**config.mk**
```make
export PLATFORM = sky130hd
export DESIGN_NAME = instruction_prefetch_queue
export DESIGN_NICKNAME = d
export VERILOG_FILES = /design/src/rtl/instruction_prefetch_queue.sv
export SDC_FILE = /design/constraint.sdc
export NUM_CORES = 1
export LEC_CHECK = 0
export BUFFER_PORTS_ARGS = -buffer_cell sky130_fd_sc_hd__buf_2
export CORE_UTILIZATION = 51
export CTS_CLUSTER_DIAMETER = 30
export DETAILED_ROUTE_END_ITERATION = 8
export PLACE_DENSITY_LB_ADDON = 0.05
export SYNTH_ARGS = -nofsm -noshare
export SYNTH_HDL_FRONTEND = slang
export SYNTH_SLANG_ARGS = --single-unit
```
**constraint.sdc**
```tcl
create_clock -name clk -period 3.3 [get_ports clk]
set_input_delay 0.33 -clock clk [delete_from_list [all_inputs] [get_ports clk]]
set_output_delay 0.33 -clock clk [all_outputs]
set_load 0.1 [all_outputs]
```
**src/rtl/instruction_prefetch_queue.sv**
```systemverilog
// Instruction prefetcher: issues sequential word fetches, one in flight at a time,
// and buffers {address, data} pairs in a DEPTH-entry FIFO for the decode stage.
module instruction_prefetch_queue #(
    parameter int ADDR_W    = 32,
    parameter int INSTR_W   = 32,
    parameter int DEPTH     = 4,
    parameter int ADDR_STEP = 4
) (
    input  logic               clk,
    input  logic               reset,
    input  logic               redirect,
    input  logic [ADDR_W-1:0]  redirect_addr,
    output logic               mem_req_valid,
    input  logic               mem_req_ready,
    output logic [ADDR_W-1:0]  mem_req_addr,
    input  logic               mem_rsp_valid,
    input  logic [INSTR_W-1:0] mem_rsp_data,
    output logic               instr_valid,
    input  logic               instr_ready,
    output logic [INSTR_W-1:0] instr,
    output logic [ADDR_W-1:0]  instr_addr
);
    localparam int PW = $clog2(DEPTH);
    localparam int CW = PW + 1;

    typedef enum logic [1:0] {IDLE, REQ, WAIT, DROP} state_t;

    state_t              state_q, state_d;
    logic [ADDR_W-1:0]   fetch_addr_q, fetch_addr_d;
    logic [ADDR_W-1:0]   req_addr_q, req_addr_d;
    logic [PW-1:0]       wr_ptr_q, wr_ptr_d;
    logic [PW-1:0]       rd_ptr_q, rd_ptr_d;
    logic [CW-1:0]       count_q, count_d;
    logic [ADDR_W-1:0]   addr_mem_q [DEPTH];
    logic [INSTR_W-1:0]  data_mem_q [DEPTH];

    logic hs, push, pop;

    assign mem_req_valid = (state_q == REQ) && (count_q < CW'(DEPTH));
    assign mem_req_addr  = fetch_addr_q;
    assign instr_valid   = (count_q != '0);
    // Storage is not reset; gating keeps the head outputs at zero while empty.
    assign instr         = instr_valid ? data_mem_q[rd_ptr_q] : '0;
    assign instr_addr    = instr_valid ? addr_mem_q[rd_ptr_q] : '0;

    assign hs   = mem_req_valid & mem_req_ready;
    assign push = (state_q == WAIT) & mem_rsp_valid & ~redirect;
    assign pop  = instr_valid & instr_ready & ~redirect;

    always_comb begin
        state_d      = state_q;
        fetch_addr_d = fetch_addr_q;
        req_addr_d   = req_addr_q;
        wr_ptr_d     = wr_ptr_q;
        rd_ptr_d     = rd_ptr_q;
        count_d      = count_q;
        if (redirect) begin
            fetch_addr_d = redirect_addr;
            wr_ptr_d     = '0;
            rd_ptr_d     = '0;
            count_d      = '0;
            // A request already in flight must have its response swallowed.
            case (state_q)
                WAIT:    state_d = mem_rsp_valid ? REQ : DROP;
                DROP:    state_d = mem_rsp_valid ? REQ : DROP;
                REQ:     state_d = hs ? DROP : REQ;
                default: state_d = REQ;
            endcase
        end else begin
            case (state_q)
                REQ: if (hs) begin
                    req_addr_d   = fetch_addr_q;
                    fetch_addr_d = fetch_addr_q + ADDR_W'(ADDR_STEP);
                    state_d      = WAIT;
                end
                WAIT:    if (mem_rsp_valid) state_d = REQ;
                DROP:    if (mem_rsp_valid) state_d = REQ;
                default: state_d = state_q;
            endcase
            if (push) wr_ptr_d = wr_ptr_q + PW'(1);
            if (pop)  rd_ptr_d = rd_ptr_q + PW'(1);
            case ({push, pop})
                2'b10:   count_d = count_q + CW'(1);
                2'b01:   count_d = count_q - CW'(1);
                default: count_d = count_q;
            endcase
        end
    end

    always_ff @(posedge clk) begin
        if (reset) begin
            state_q      <= IDLE;
            fetch_addr_q <= '0;
            req_addr_q   <= '0;
            wr_ptr_q     <= '0;
            rd_ptr_q     <= '0;
            count_q      <= '0;
        end else begin
            state_q      <= state_d;
            fetch_addr_q <= fetch_addr_d;
            req_addr_q   <= req_addr_d;
            wr_ptr_q     <= wr_ptr_d;
            rd_ptr_q     <= rd_ptr_d;
            count_q      <= count_d;
        end
    end

    always_ff @(posedge clk) begin
        if (!reset && push) begin
            addr_mem_q[wr_ptr_q] <= req_addr_q;
            data_mem_q[wr_ptr_q] <= mem_rsp_data;
        end
    end

endmodule
```
# [Yosys cells after proc, flatten, opt, wreduce, memory -nomap -nowiden]
# Memory sizes are Yosys's and may differ from the RTL's. A register that Yosys moved wholly into a read port is not among the register bits.
# Cells that the tools add are included.
# Widths: inputs -> output; s select.
[totals] rom_bits=0 latch_bits=0 mem_count=2 ramBits=256 register_bits=73 in_bits=70 out_inout_bits=98
[memory_table] memory="addr_mem_q" words=4 width=32 read_ports=1 rd_clocked_by_memory_dff=1 write_ports=1 line="34" source="logic [ADDR_W-1:0] addr_mem_q [DEPTH];"
[memory_table] memory="data_mem_q" words=4 width=32 read_ports=1 rd_clocked_by_memory_dff=1 write_ports=1 line="35" source="logic [INSTR_W-1:0] data_mem_q [DEPTH];"
[op_classes] reduce_logical=13 muxes=19 add_sub_neg=5 n_bitwise=6 n_eq_ne=7 order_cmp=1 div_mod_pow=0 n_mul=0 shift=0
[op_table] operator="$mux 32" count=5
[op_table] operator="$add 32x3->32 const B" count=1
[op_table] operator="$mux 2" count=9
[op_table] operator="$pmux 2 s2" count=2
[op_table] operator="$eq 2x2->1 const B" count=3
[op_table] operator="$pmux 3 s2" count=1
[op_table] operator="$reduce_and 3->1" count=2
[op_table] operator="$reduce_bool 2->1" count=3
[op_table] operator="$reduce_bool 3->1" count=2
[op_table] operator="$and 1x1->1" count=5
[op_table] operator="$add 2x1->2 const B" count=2
[op_table] operator="$eq 2x1->1 const B" count=2
[op_table] operator="$reduce_or 2->1" count=2
[op_table] operator="$add 3x1->3 const B" count=1
[op_table] operator="$lt 3x3->1 const B" count=1
[op_table] operator="$ne 3x1->1 const B" count=1
[op_table] operator="$ne 3x3->1 const B" count=1
[op_table] operator="$sub 3x1->3 const B" count=1
[op_table] operator="$logic_and 1x1->1" count=2
[op_table] operator="$mux 1" count=2
[op_table] operator="$reduce_and 2->1" count=1
[op_table] operator="$logic_not 1->1" count=1
[op_table] operator="$not 1->1" count=1

# [Depth between registers and ports, before layout]
# Gate-level depths: netlist of run 1.
[logic_depth] ltp_word=6 depth_mapped=9

# [Least setup slack after synthesis of run 1]
# Ideal clock, no wire load.
[synth_path] kind="input to register" start="input port redirect" end="memory addr_mem_q[0][0], enable pin" n_path_buf=1 required_time_ps=2871 t_arrival_ps=2598 path_stages=5 setup_slack_ps=273 setup_ps=429 path_cell_list="clkbuf_1 -> nor3_1 -> inv_1 -> nor2_1 -> and2_1"
[synth_between] elab_chain_len=5
[synth_rtl] element="start, declared" line="11" source="input logic redirect,"
[synth_rtl] element="$not 1->1 (no line)"
[synth_rtl] element="$and 1x1->1" line="47" source="assign push = (state_q == WAIT) & mem_rsp_valid & ~redirect;"
[synth_rtl] element="$logic_and 1x1->1" line="109" source="if (!reset && push) begin"
[synth_rtl] element="$mux 1" line="109"
[synth_rtl] element="$mux 1 (not written as such)" line="110" source="addr_mem_q[wr_ptr_q] <= req_addr_q;"
[synth_rtl] element="end, declared" line="34"
# Every way passes these cells.

==> flow_summary.json, run 1 <==
{
  "status": "finished clean",
  "synth_edf_count": 256,
  "slew_viol_final": 0,
  "worst_pin_slew_ns": 0.724,
  "synth_top_area_share": 0.579,
  "multi_input_area_sq_um": 3790,
  "crit_type": "flop to output port",
  "grt_max_degree": 65,
  "numPortBuffers": 167,
  "grt_remaining_overflow": 0,
  "layout-drive-gt1-share": 0.331,
  "ys_top_cells_by_count": "edfxtp_1 (256), nand2_1 (87), dfxtp_1 (75)",
  "hpwl_um": 17900,
  "regArea_sq_um": 9200,
  "drc": 0,
  "final-setup-viol-count": 0,
  "skew_ns": 0.0190,
  "layout.cells.non_filler": 1461,
  "syn_area_sq_um": 13300,
  "holdWs_ns": 0.0184,
  "clock_latency_ns": 0.55,
  "power_leakage_nw": 6.06,
  "avgSynthCellArea_sq_um": 15.6,
  "synth.most_common_cell": "edfxtp_1",
  "syn_to_final_growth_pct": 27.6,
  "totalWireLength_um": 29200,
  "drt_iter0_drc": 490,
  "drt_pass1_iterations": 5,
  "grt_pass1_vias": 8344,
  "worstPathMaxFanout": 26,
  "final-hold-violation-count": 0,
  "async_reset_ff_frac": 0,
  "yosysWarnings": 0,
  "cts_setup_buffers": 0,
  "clock.fmax_ghz": 0.349,
  "h-tree-depth": 3,
  "place.gp.congestion": 0.817,
  "critPathRequiredTime_ns": 2.97,
  "design_area_sq_um": 16900,
  "synth_cell_types": 57,
  "synth_fp_nets": 930,
  "cts.repair.resized": 0,
  "die_y_um": 163,
  "synth_flop_cell": "edfxtp_1",
  "antenna_found_initial": 0,
  "start_util": 0.523,
  "synth_area_leaders": "edfxtp_1 (58%), dfxtp_1 (11%), mux4_2 (11%)",
  "die_w_um": 163,
  "place_ws_ns": 0.911,
  "ir_worst_vdd_v": 0.000382,
  "synth-seq-cells": 331,
  "power_mw": 11.4,
  "num_vias": 8095,
  "tns_ns": 0,
  "min_path_type": "input port to flop",
  "wl_per_cell_um": 20.0,
  "clk_pin_slew_worst_paths_ns": 0.05,
  "dpl-instance-area_sq_um": 14600,
  "worst_setup_path_end_kind": "output port",
  "cts_made_buffers": 67,
  "syn_inst": 853,
  "num-nets-final": 1155,
  "power.density_nw_per_um2": 676,
  "synth_top_cell_by_area": "edfxtp_1",
  "fp-row-count": 58,
  "drtAntennaViolNets": 0,
  "diodes": 0,
  "dieArea_sq_um": 26700,
  "cap_viol_max_count": 0,
  "period_minus_slack_ns": 2.87,
  "fill_cells": 1877,
  "track_usage": 0.231,
  "core-area_sq_um": 25400,
  "critPathArrivalTime_ns": 2.54,
  "grt_pass1_wl_um": 46300,
  "rsz0062_at_grt": "no",
  "vias_per_cell": 5.54,
  "final_util": 0.667,
  "clockBufferDepth": 3,
  "place_inst": 1319,
  "fin_ws_ns": 0.434,
  "yosysSeqAreaShare": 0.692,
  "critPathLaunchType": "flop",
  "cts_tree": "yes",
  "ios": 168,
  "numClockSinks": 331,
  "root_buffer": "clkbuf_16",
  "slew_headroom": 0.513,
  "period_share": 0.868
}
-- flip-flops by register name, indices dropped and copies added, names as in the netlist, named ones only --
name          count
data_mem_q      128
mem_req_addr     32
count_q           3
rd_ptr_q          2
req_addr_q       32
addr_mem_q      128
state_q           2
wr_ptr_q          2
-- timing repair --
action	in CTS	in global routing
hold endpoints to repair	68	0
hold buffers	20	0
endpoints found under the setup margin	0	0
-- power breakdown --
part	leakage [nW]	switching (mW)	internal, mW	total [mW]
clock network	1.05	2.09	4.29	6.37
logic	2.03	0.367	0.120	0.487
registers	2.98	0.0720	4.51	4.59
-- logic make-up (layout without fill, tap and decap cells) --
logic type | count (synthesis) | after routing | share of synthesized area
DFF | 331 | 331 | 0.692
xor gates and xnor gates | 13 | 13 | 0.00857
adders and majority gates | 7 | 7 | 0.00716
AOI/OAI and AO/OA | 90 | 90 | 0.0440
muxes | 66 | 66 | 0.110
and+or+nand+nor | 279 | 279 | 0.115
buffers and inverters | 67 | 345 | 0.0239
-- cell usage in the layout, fill, tap and decap left out, types with 7 or more instances in the layout --
| cell type | count |
|---|---|
| buf_12 | 9 |
| nand4_1 | 12 |
| mux4_2 | 64 |
| dlygate4sd3_1 | 20 |
| nor3_1 | 11 |
| clkbuf_1 | 14 |
| buf_2 | 167 |
| inv_1 | 14 |
| nor2_1 | 32 |
| and2_1 | 64 |
| a311oi_1 | 7 |
| edfxtp_1 | 256 |
| clkinv_1 | 7 |
| clkbuf_16 | 68 |
| a21oi_1 | 39 |
| xnor2_1 | 9 |
| dfxtp_1 | 73 |
| clkinv_2 | 7 |
| buf_4 | 12 |
| nand2_1 | 87 |
| and4_1 | 7 |
| nand3_1 | 15 |
| or3_1 | 8 |
| a211oi_1 | 13 |
-- final timing paths --
| check | start | to | slack, ns | cells after the start |
|---|---|---|---|---|
| worst min-delay path | mem_rsp_data[1] | data_mem_q[0][1] | 0.02 | 1 |
| worst max register to register | count_q[2] | count_q[2] | 0.92 | 8 |
| worst min register to register | req_addr_q[28] | req_addr_q[28] | 0.49 | 2 |
| worst max-delay path | flop | instr[1] | 0.43 | 4 |
-- critical path, stage by stage (launching register included) --
cell	delay (ns)
dfxtp_4	0.66
buf_12	0.30
mux4_2	0.53
and2_1	0.18
buf_2	0.29
-- area by class of cell --
| type | count | share of cell area |
|---|---|---|
| inverters | 15 | 0.00332 |
| multi-input cells | 455 | 0.224 |
| clock inverters | 35 | 0.0211 |
| clock buffers | 87 | 0.108 |
| flip-flops and latches | 331 | 0.543 |
| well taps | 330 | 0.0244 |
| repair buffers | 208 | 0.0771 |
-- metal layers --
metal,wire length [um],vias up,GRT usage
met1,12700,3990,0.312
li1,-,3757,-
met5,0,-,0
met3,1570,56,0.0394
met4,597,0,0.0837
met2,14400,292,0.377
(Power assumes the default switching activity.)
==> inputs of run 2 (changes only) <==
--- a/config.mk
+++ b/config.mk
@@ -10,6 +10,7 @@
 export CTS_CLUSTER_DIAMETER = 30
 export DETAILED_ROUTE_END_ITERATION = 8
 export PLACE_DENSITY_LB_ADDON = 0.05
+export REMOVE_ABC_BUFFERS = 1
 export SYNTH_ARGS = -nofsm -noshare
 export SYNTH_HDL_FRONTEND = slang
 export SYNTH_SLANG_ARGS = --single-unit
==> constraint.sdc (replaced) <==
create_clock -name clk -period 2.48 [get_ports clk]
set_input_delay 0.248 -clock clk [delete_from_list [all_inputs] [get_ports clk]]
set_output_delay 0.248 -clock clk [all_outputs]
set_load 0.1 [all_outputs]
==> run 2 against run 1 <==
Flip-flop and latch count stayed put. Worst hold slack worse by 0.0044 ns. First-iteration DRC count is 24% higher. Register-to-register slack worse by 0.58 ns. Clock power is 25% higher. Total power is 29% higher. Die area stayed put. Cell area is 5.4% higher. Routed wire length is 6.6% higher.
==> flow_summary.json, run 2 (synthesized netlist as in run 1, its figures left out) <==
{
  "skew_ns": 0.0322,
  "drc": 0,
  "clock_latency_ns": 0.59,
  "ios": 168,
  "met3_usage": 0.0414,
  "grt_busiest_layer": "met2",
  "diodes": 0,
  "ir_worst_vdd_v": 0.000671,
  "final_cell_mix": "edfxtp_1 (256), buf_2 (103), nand2_1 (87), dfxtp_1 (73)",
  "die_y_um": 163,
  "rsz0062_at_grt": "yes",
  "cp_slowest_cell": "mux4_2",
  "num_vias": 8460,
  "clk_pin_slew_worst_paths_ns": 0.05,
  "grt_max_degree": 73,
  "final_util": 0.703,
  "slew_headroom": 0.642,
  "layout.cells.most_common": "edfxtp_1",
  "vias_per_cell": 5.55,
  "largestRegisters": "addr_mem_q: 128 flops, data_mem_q: 128 flops",
  "worst_setup_path_end_kind": "output port",
  "critPathLaunchType": "flop",
  "num-nets-final": 1218,
  "core-area_sq_um": 25400,
  "start_util": 0.523,
  "h-tree-depth": 2,
  "antenna_found_initial": 0,
  "syn_to_final_growth_pct": 34.5,
  "wl_per_cell_um": 20.4,
  "drt_iter0_drc": 610,
  "clockBufferDepth": 3,
  "holdWs_ns": 0.0140,
  "drtAntennaViolNets": 0,
  "numClockSinks": 331,
  "clock.fmax_ghz": 0.409,
  "place_ws_ns": 0.404,
  "layout-drive-gt1-share": 0.337,
  "grt_pass1_vias": 8502,
  "place.gp.congestion": 0.781,
  "layout.cells.non_filler": 1523,
  "power.density_nw_per_um2": 827,
  "use_met2": 0.381,
  "place_inst": 1338,
  "track_usage": 0.237,
  "root_buffer": "clkbuf_16",
  "grt_pass1_wl_um": 47500,
  "period_share": 0.986,
  "path_cells": "buf_4 > buf_16 > mux4_2 > and2_1 > buf_6",
  "crit_buf_inv": 3,
  "critPathRequiredTime_ns": 2.23,
  "period_minus_slack_ns": 2.45,
  "drt_pass1_iterations": 5,
  "cts_tree": "yes",
  "tns_ns": 0,
  "final-setup-viol-count": 0,
  "crit_family": "multiplexers",
  "fp-row-count": 58,
  "worstPathMaxFanout": 13,
  "slew_viol_final": 0,
  "critPathArrivalTime_ns": 2.20,
  "power_leakage_nw": 6.38,
  "cap_viol_max_count": 0,
  "worst_pin_slew_ns": 0.532,
  "crit_type": "flop to output port",
  "die_w_um": 163,
  "cts_made_buffers": 60,
  "final-hold-violation-count": 0,
  "use_met1": 0.331,
  "dieArea_sq_um": 26700,
  "fin_ws_ns": 0.0343,
  "grt_remaining_overflow": 0,
  "hpwl_um": 18400,
  "totalWireLength_um": 31100,
  "status": "finished clean",
  "min_path_type": "input port to flop",
  "slowest_delay_ns": 0.57,
  "numPortBuffers": 167
}
==> run 2: final timing paths <==
check,depth (start not counted),slack (ns),startpoint,end
setup / recovery,5,0.03,flop,instr_addr[9]
hold / removal,5,0.01,redirect_addr[31],mem_req_addr[31]
setup reg to reg,8,0.34,count_q[2],count_q[2]
hold reg to reg,2,0.48,mem_req_addr[0],req_addr_q[0]
==> run 2: where the power goes <==
part | total (mW) | internal (mW) | switching (mW)
clock network | 7.96 | 5.15 | 2.81
logic | 0.727 | 0.212 | 0.514
registers | 6.08 | 6.00 | 0.0812
total | 14.8 | 11.4 | 3.41
==> run 2: through the flow <==
stage	power, mW	cell area, sq um
3_3_place_gp	6.82	14700
3_5_place_dp	6.83	14700
6_report	14.8	17900
4_1_cts	14.9	17700
5_1_grt	15.2	17900
2_1_floorplan	6.59	13000
==> run 2: routing by layer <==
| layer | share of wire | up-vias |
|---|---|---|
| li1 | - | 3900 |
| met1 | 0.45 | 4229 |
| met2 | 0.48 | 278 |
| met3 | 0.056 | 53 |
| met4 | 0.018 | 0 |
| met5 | 0 | - |
==> run 2: what timing repair did <==
action / in CTS / in global routing
hold buffers: 60 / 0
pin swaps: 0 / 0
cloned: 1 / 4
setup buffers: 3 / 3
endpoints found under the hold margin: 157 / 0
setup endpoints to repair: 65 / 35
resized for setup: 93 / 9
==> run 2: area by class of cell <==
cell class              count  area (sq um)
flip-flops and latches    331          9200
fillers                  1729          7540
multi-input cells         455          3790
repair buffers            278          2370
clock buffers              73          1590
clock inverters            41           447
well taps                 330           413
inverters                  15          56.3
==> run 2: worst min-delay path: cells and delay by family <==
family | cells | cell delay (ns)
AND/OR/NAND/NOR | 1 | 0.04
AO/OA/AOI/OAI | 2 | 0.13
buffers and inverters | 2 | 0.14
==> inputs of run 3 (changes only) <==
--- a/config.mk
+++ b/config.mk
@@ -9,7 +9,7 @@
 export CORE_UTILIZATION = 51
 export CTS_CLUSTER_DIAMETER = 30
 export DETAILED_ROUTE_END_ITERATION = 8
-export PLACE_DENSITY_LB_ADDON = 0.05
+export PLACE_DENSITY = 0.71
 export REMOVE_ABC_BUFFERS = 1
 export SYNTH_ARGS = -nofsm -noshare
 export SYNTH_HDL_FRONTEND = slang
==> run 3 against run 2 <==
Fmax rose by 1.1%. Flip-flop and latch count did not move. Sequential share of layout area is 0.20 points higher. Non-clock buffer count is 7 lower. Clock skew fell by 0.0056 ns. Global-route usage shrank 0.63 points. Die area unchanged. Final cell count is 0.59% lower. Count of clock-buffer cells in the layout down 5. Clock power hardly changed. Critical path type unchanged. Critical endpoint is now instr[20]. Largest power group unchanged.
==> flow_summary.json, run 3 (synthesized netlist as in run 1, its figures left out) <==
{
  "net-switching-power_mw": 3.31,
  "num-nets-final": 1210,
  "cts_tree": "yes",
  "die_w_um": 163,
  "crit_type": "flop to output port",
  "clockBufferDepth": 3,
  "ir_worst_vdd_v": 0.000619,
  "fp-row-count": 58,
  "core-area_sq_um": 25400,
  "h-tree-depth": 2,
  "start_util": 0.523,
  "dpl-instance-area_sq_um": 15100,
  "numClockSinks": 331,
  "place.gp.congestion": 0.839,
  "cp_slowest_cell": "or3_2",
  "worstPathMaxFanout": 66,
  "multi_input_area_sq_um": 3790,
  "numPortBuffers": 167,
  "cts_made_buffers": 59,
  "period_share": 0.975,
  "internal_power_mw": 11.5,
  "wl_per_cell_um": 20.0,
  "layout-drive-gt1-share": 0.338,
  "period_minus_slack_ns": 2.42,
  "antenna_found_initial": 0,
  "worst_pin_slew_ns": 0.530,
  "die_y_um": 163,
  "grt_pass1_wl_um": 46700,
  "min_path_type": "input port to flop",
  "p_sw_frac": 0.224,
  "critPathArrivalTime_ns": 2.17,
  "grt_max_degree": 73,
  "drt_iter0_drc": 714,
  "cap_viol_max_count": 0,
  "diodes": 0,
  "largestRegisters": "addr_mem_q: 128 flops, data_mem_q: 128 flops",
  "worst_setup_path_end_kind": "output port",
  "place_ws_ns": 0.334,
  "root_buffer": "clkbuf_16",
  "design_area_sq_um": 17800,
  "fin_ws_ns": 0.0620,
  "drtAntennaViolNets": 0,
  "power.density_nw_per_um2": 830,
  "ios": 168,
  "totalWireLength_um": 30300,
  "grt_remaining_overflow": 0,
  "critPathRequiredTime_ns": 2.23,
  "fill_cells": 1662,
  "vias_per_cell": 5.58,
  "hpwl_um": 17900,
  "slowest_delay_ns": 0.53,
  "grt_pass1_vias": 8506,
  "layout.cells.most_common": "edfxtp_1",
  "slew_headroom": 0.649,
  "path_cells": "or3_2 > buf_12 > and2_1 > buf_2",
  "slew_viol_final": 0,
  "track_usage": 0.231,
  "status": "finished clean",
  "dieArea_sq_um": 26700,
  "comb_power_share": 0.049,
  "regArea_sq_um": 9200,
  "final_cell_mix": "edfxtp_1 (256), buf_2 (120), nand2_1 (87), dfxtp_1 (73)",
  "clock_latency_ns": 0.57,
  "clk_pin_slew_worst_paths_ns": 0.05,
  "power_leakage_nw": 6.34,
  "drc": 0,
  "final-setup-viol-count": 0,
  "skew_ns": 0.0266,
  "num_vias": 8448,
  "final-hold-violation-count": 0,
  "p_seq_frac": 0.412,
  "rsz0062_at_grt": "no",
  "clkPwrFrac": 0.539,
  "syn_to_final_growth_pct": 34.0,
  "critPathLaunchType": "flop",
  "clock.fmax_ghz": 0.414,
  "drt_pass1_iterations": 5
}
## run 3: timing repair
| action | 4_1_cts | 5_1_grt |
|---|---|---|
| gates resized for setup | 7 | 41 |
| hold endpoints to repair | 153 | 1 |
| endpoints found under the setup margin | 56 | 25 |
| hold buffers | 57 | 1 |
| buffers inserted | 2 | 3 |
## run 3: path summary, 6_finish.rpt
path                startpoint               end  slack (ns)  cells after the start
max                 count_q[2]         instr[20]        0.06                      4
max reg2reg         count_q[2]        count_q[2]        0.31                      8
min          redirect_addr[18]  mem_req_addr[18]        0.02                      3
min reg2reg    mem_req_addr[0]     req_addr_q[0]        0.47                      2
## run 3: critical path, delay by kind of cell, from the launching register on
family        cells  cell delay [ns]
flops             1             0.35
buf+inv           2             0.51
simple gates      2             0.71
## run 3: power by group through the flow
stage	sequential, mW	clock, mW	combinational [mW]
after detailed placement	6.19	0	0.648
after floorplan	6.42	0	0.169
after global placement	6.18	0	0.642
final	6.08	7.96	0.730
after CTS	6.08	8.08	0.721
after global routing	6.09	8.32	0.765
## run 3: cell type report
cell class	count	area share
clock buffers	68	0.0877
inverters	15	0.00316
flip-flops and latches	331	0.517
well taps	330	0.0232
repair buffers	271	0.130
clock inverters	44	0.0262
multi-input cells	455	0.213
## run 3: metal layers
metal / wire [um] / GRT usage / vias up
li1: - / - / 3876
met1: 12700 / 0.307 / 4187
met2: 14900 / 0.386 / 325
met3: 2040 / 0.0422 / 60
met4: 693 / 0.0709 / 0
met5: 0 / 0 / -
## run 3: stage by stage
step / util / hold WS, ns / instances / TNS, ns / power [mW]
global route: 0.701 / 0.0202 / 1514 / 0 / 15.2
floorplan: - / 0.317 / 801 / -227.84 / 6.59
detailed placement: 0.593 / 0.466 / 1339 / 0 / 6.83
global placement: 0.593 / 0.460 / 1339 / 0 / 6.83
finish: 0.701 / 0.0184 / 1514 / 0 / 14.8
CTS: 0.697 / 0.00213 / 1510 / -0.00341 / 14.9
